**src/rtl/mem_arbiter.sv**
```systemverilog
// mem_arbiter: two-requester arbiter (instruction fetch, data) in front of a
// shared single-port memory with a fixed number of wait cycles per access.
// Each access runs IDLE -> ACCESS (WAIT_CYCLES+1 cycles) -> RESP (one cycle).
// Optional build macro ARB_ROUND_ROBIN_EN: alternate the winner on a tie.
// Without it, the data port always wins a tie.
module mem_arbiter #(
  parameter int WAIT_CYCLES = 1,
  parameter int AW          = 32,
  parameter int DW          = 32
) (
  input  logic          clk,
  input  logic          reset,
  input  logic          if_req,
  input  logic [AW-1:0] if_addr,
  output logic          if_gnt,
  output logic          if_rvalid,
  output logic [DW-1:0] if_rdata,
  input  logic          d_req,
  input  logic          d_we,
  input  logic [AW-1:0] d_addr,
  input  logic [DW-1:0] d_wdata,
  output logic          d_gnt,
  output logic          d_rvalid,
  output logic [DW-1:0] d_rdata,
  output logic          mem_en,
  output logic          mem_we,
  output logic [AW-1:0] mem_addr,
  output logic [DW-1:0] mem_wdata,
  input  logic [DW-1:0] mem_rdata
);

  typedef enum logic [1:0] {
    IDLE   = 2'd0,
    ACCESS = 2'd1,
    RESP   = 2'd2
  } state_t;

  localparam logic [3:0] WAIT_INIT = 4'(WAIT_CYCLES);

  state_t        state;
  logic          owner_d;
  logic          we_q;
  logic [AW-1:0] addr_q;
  logic [DW-1:0] wdata_q;
  logic [3:0]    cnt;
  logic [DW-1:0] if_rdata_q;
  logic [DW-1:0] d_rdata_q;
  logic          pick_d;
  logic          in_access;

`ifdef ARB_ROUND_ROBIN_EN
  // last_d = 1 when the previous grant went to data; reset value prefers data.
  logic          last_d;

  // Track the most recent winner so a tie goes to the other requester.
  always_ff @(posedge clk) begin
    if (reset) begin
      last_d <= 1'b0;
    end else if (if_gnt || d_gnt) begin
      last_d <= d_gnt;
    end
  end
`endif

  // Tie resolution and combinational grant in IDLE; all gated off in reset.
  always_comb begin
`ifdef ARB_ROUND_ROBIN_EN
    pick_d = d_req && (!if_req || !last_d);
`else
    pick_d = d_req;
`endif
    d_gnt  = (state == IDLE) && !reset && pick_d;
    if_gnt = (state == IDLE) && !reset && if_req && !pick_d;
  end

  // Transaction FSM: latch the winning command, count wait cycles, respond.
  always_ff @(posedge clk) begin
    if (reset) begin
      state      <= IDLE;
      cnt        <= 4'd0;
      owner_d    <= 1'b0;
      if_rdata_q <= '0;
      d_rdata_q  <= '0;
    end else begin
      case (state)
        IDLE: begin
          if (if_gnt || d_gnt) begin
            owner_d <= d_gnt;
            addr_q  <= d_gnt ? d_addr : if_addr;
            we_q    <= d_gnt && d_we;
            wdata_q <= d_gnt ? d_wdata : '0;
            cnt     <= WAIT_INIT;
            state   <= ACCESS;
          end
        end
        ACCESS: begin
          if (cnt == 4'd0) begin
            // Memory read data is only valid in the last access cycle.
            if (!we_q) begin
              if (owner_d) d_rdata_q  <= mem_rdata;
              else         if_rdata_q <= mem_rdata;
            end
            state <= RESP;
          end else begin
            cnt <= cnt - 4'd1;
          end
        end
        RESP: begin
          state <= IDLE;
        end
        default: begin
          state <= IDLE;
        end
      endcase
    end
  end

  // Output decode from registered state; everything reads 0 while reset is high.
  always_comb begin
    in_access = (state == ACCESS) && !reset;
    mem_en    = in_access;
    mem_we    = in_access && we_q;
    mem_addr  = in_access ? addr_q  : '0;
    mem_wdata = in_access ? wdata_q : '0;
    if_rvalid = (state == RESP) && !reset && !owner_d;
    d_rvalid  = (state == RESP) && !reset && owner_d;
    if_rdata  = reset ? '0 : if_rdata_q;
    d_rdata   = reset ? '0 : d_rdata_q;
  end

endmodule
```
**config.mk**
```make
export PLATFORM = sky130hd
export DESIGN_NAME = mem_arbiter
export DESIGN_NICKNAME = d
export VERILOG_FILES = /design/src/rtl/mem_arbiter.sv
export SDC_FILE = /design/constraint.sdc
export NUM_CORES = 1
export LEC_CHECK = 0
export CAP_MARGIN = 20
export CORE_MARGIN = 2
export CORE_UTILIZATION = 43
export CTS_CLUSTER_SIZE = 12
export DETAILED_ROUTE_END_ITERATION = 10
export GPL_TIMING_DRIVEN = 0
export PLACE_DENSITY = 0.93
export SYNTH_ARGS = -nofsm -noshare
export SYNTH_HDL_FRONTEND = slang
export SYNTH_SLANG_ARGS = --single-unit
```
**constraint.sdc**
```tcl
create_clock -name clk -period 10 [get_ports clk]
set_input_delay 1.5 -clock clk [delete_from_list [all_inputs] [get_ports clk]]
set_output_delay 1.5 -clock clk [all_outputs]
set_load 0.05 [all_outputs]
```
==> flow_summary.toml <==
[clock_tree]
cts_root_buf = "clkbuf_16"
cts_buffers = 17
ctsHtreeMaxLevel = 4
clockBufferDepth = 2
cts_tree = "built"
insertion_delay_ns = 0.41
cts_sinks = 136
cts_setup_buffers = 0
cts.clk_slew.worst_paths_ns = 0.06
ctsResizeCount = 0
hold_buffers = 0

[drt]
totalWireLength_um = 16900
detail_route.wl_per_cell_um = 16.1
drtPass1Iterations = 4
drtAntennaViolNets = 0
via_count = 4980
drc = 0
drtIter0Drc = 222
via_per_inst = 4.73

[global_routing]
antenna_found_initial = 0
groute.usage.overall_pct = 22.3
grt_pass1_vias = 5258
grt_max_degree = 17
grt_pass1_wl_um = 27000
grt-ovfl-total = 0

[run]
cap_violations = 0

[timing]
min_period_ns = 5.43
fmax_mhz = 184
slew_viol_final = 0
min_period_over_period_pct = 54.3
hold_violations = 0
relSlewSlack_pct = 41.3
setup_ws_ns = 4.57
finalSetupViolCount = 0
worst_slew_pin_slew_ns = 0.873
rsz0062_at_grt = "false"
fin_setup_tns_ns = 0
clock_skew_ns = 0.00934

[die]
chipWidth_um = 125
die_h_um = 125
die_area_sq_mm = 0.0156
initial_core_util_pct = 43.7
rows = 44
io_pins = 267
core_area_sq_mm = 0.0144

[finish]
fill_cells = 1056
regArea_sq_mm = 0.00337
area.growth.synth_to_final_pct = 56.1
finalNetCount = 991
mostFrequentLayoutCell = "clkdlybuf4s50_1"
antenna_cells = 0
layout-drive-gt1-share_pct = 10.1
mostFrequentLayoutCells = "clkdlybuf4s50_1, and2_1, nand2b_1"
multi_input_area_sq_mm = 0.00252

[min_path]
hold_end = "d_rdata_q[20]"
hp-class = "flip-flop to flip-flop"
hold_start = "d_rdata_q[20]"
min_path_cells = 2

[synthesis]
synth_cell_types = 35
syn_inst = 564
syn-num-nets = 699
avgSynthCellArea_sq_um = 11.2
yosys_warnings = 0
synth_area_sq_mm = 0.00630
seq_area_frac_synth_pct = 53.6
synth_seq_cells = 136

[power]
leakagePower_nw = 4.29
irDropWorstVdd_uv = 151
p_per_area_mw_per_mm2 = 162

[critical_path]
critical_path.max_fanout = 10
r2r_setup_slack_ns = 7.41
start_kind = "input pin"
arrival_ns = 3.93
reg2reg_depth = 6
timing.rr.end = "wdata_q[9]"
timing.rr.start = "state[1]"
path_class = "input pin to output port"
cp-end-kind = "output port"
worstPathRequired_ns = 8.50

[placement]
io_buffer_count = 265
dpl_worst_slack_ns = 4.56
place_congestion = 0.778
dpl.hpwl_um = 13000

[run_status]
status = "finished, final reports clean"
logic make-up after synthesis:
kind of cell	count (synthesis)	share of synthesized area (%)
flops	136	53.6
mux	97	16.1
simple gates	219	22.5
compound gates	10	1.05
buf+inv	100	6.48
fa+ha+maj	2	0.397
synthesized netlist by cell type (all sizes together):
cell	instances	share of area, %
a211oi	1	0.12
a21bo	1	0.16
a21oi	2	0.16
a221oi	1	0.14
a31oi	2	0.20
and2	99	9.8
buf	11	1.2
clkbuf	23	1.4
dfxtp	71	23
edfxtp	65	31
ha	2	0.40
inv	66	3.9
mux2	32	5.7
mux2i	65	10
nand2	1	0.060
nand2b	98	9.7
nand3	2	0.16
nand4b	1	0.14
nor2	3	0.18
nor2b	1	0.099
nor3	1	0.079
nor3b	2	0.42
nor4	1	0.099
nor4b	3	0.75
nor4bb	2	0.32
o21ai	2	0.16
o31ai	1	0.12
or2	1	0.099
or3	2	0.20
or4	1	0.12
or4b	1	0.16
critical path, stage by stage:
cell             delay [ns]
clkdlybuf4s50_1        0.56
nor4b_2                0.32
buf_2                  0.33
clkbuf_1               0.33
clkdlybuf4s50_1        0.89
state kept, by name, indices dropped and copies added, names as in the netlist:
register    cells
wdata_q        32
owner_d         1
d_rdata_q      32
cnt             4
addr_q         32
state           2
we_q            1
if_rdata_q     32
layout make-up:
class | instances | share of cell area [%]
Clock buffer | 22 | 5.05
Inverter | 66 | 2.52
Sequential cell | 136 | 34.3
Multi-Input combinational cell | 328 | 25.7
Timing Repair Buffer | 273 | 27.6
Clock inverter | 10 | 0.916
Tap cell | 184 | 2.34
Buffer | 34 | 1.63
metrics by stage:
step           power [mW]  util (%)  hold WS [ns]  cells  cell area, sq um
6_report             1.59      68.2         0.483   1053              9830
3_5_place_dp        0.993      64.1         0.480   1021              9250
2_1_floorplan       0.857         -         0.458    564              6300
4_1_cts              1.61      68.2         0.489   1053              9830
5_1_grt              1.65      68.2         0.506   1053              9830
3_3_place_gp        0.985      63.6         0.471   1013              9180
layer usage:
metal	vias to the layer above	track usage, %	wire (um)
li1	2437	-	-
met1	2311	24.1	6300
met2	204	40.5	8980
met3	28	7.70	1330
met4	0	7.71	318
met5	-	0	0
report_power, final:
group / internal [mW] / leakage (nW) / switching [mW] / total, mW
sequential: 0.630 / 1.19 / 0.0126 / 0.643
combinational: 0.151 / 2.81 / 0.187 / 0.338
clock: 0.378 / 0.287 / 0.235 / 0.613
total: 1.16 / 4.29 / 0.434 / 1.59
worst max path at each step:
stage               slack [ns]  start     endpoint  cells past startpoint
floorplan                 1.08  reset    addr_q[0]                      4
global placement         -1.80  reset  wdata_q[14]                      4
detailed placement        4.56  d_req        d_gnt                      5
CTS                       4.54  d_req        d_gnt                      5
global route              4.44  d_req        d_gnt                      5
finish                    4.57  d_req        d_gnt                      5
No activity file was read; power rests on OpenSTA's default activity.
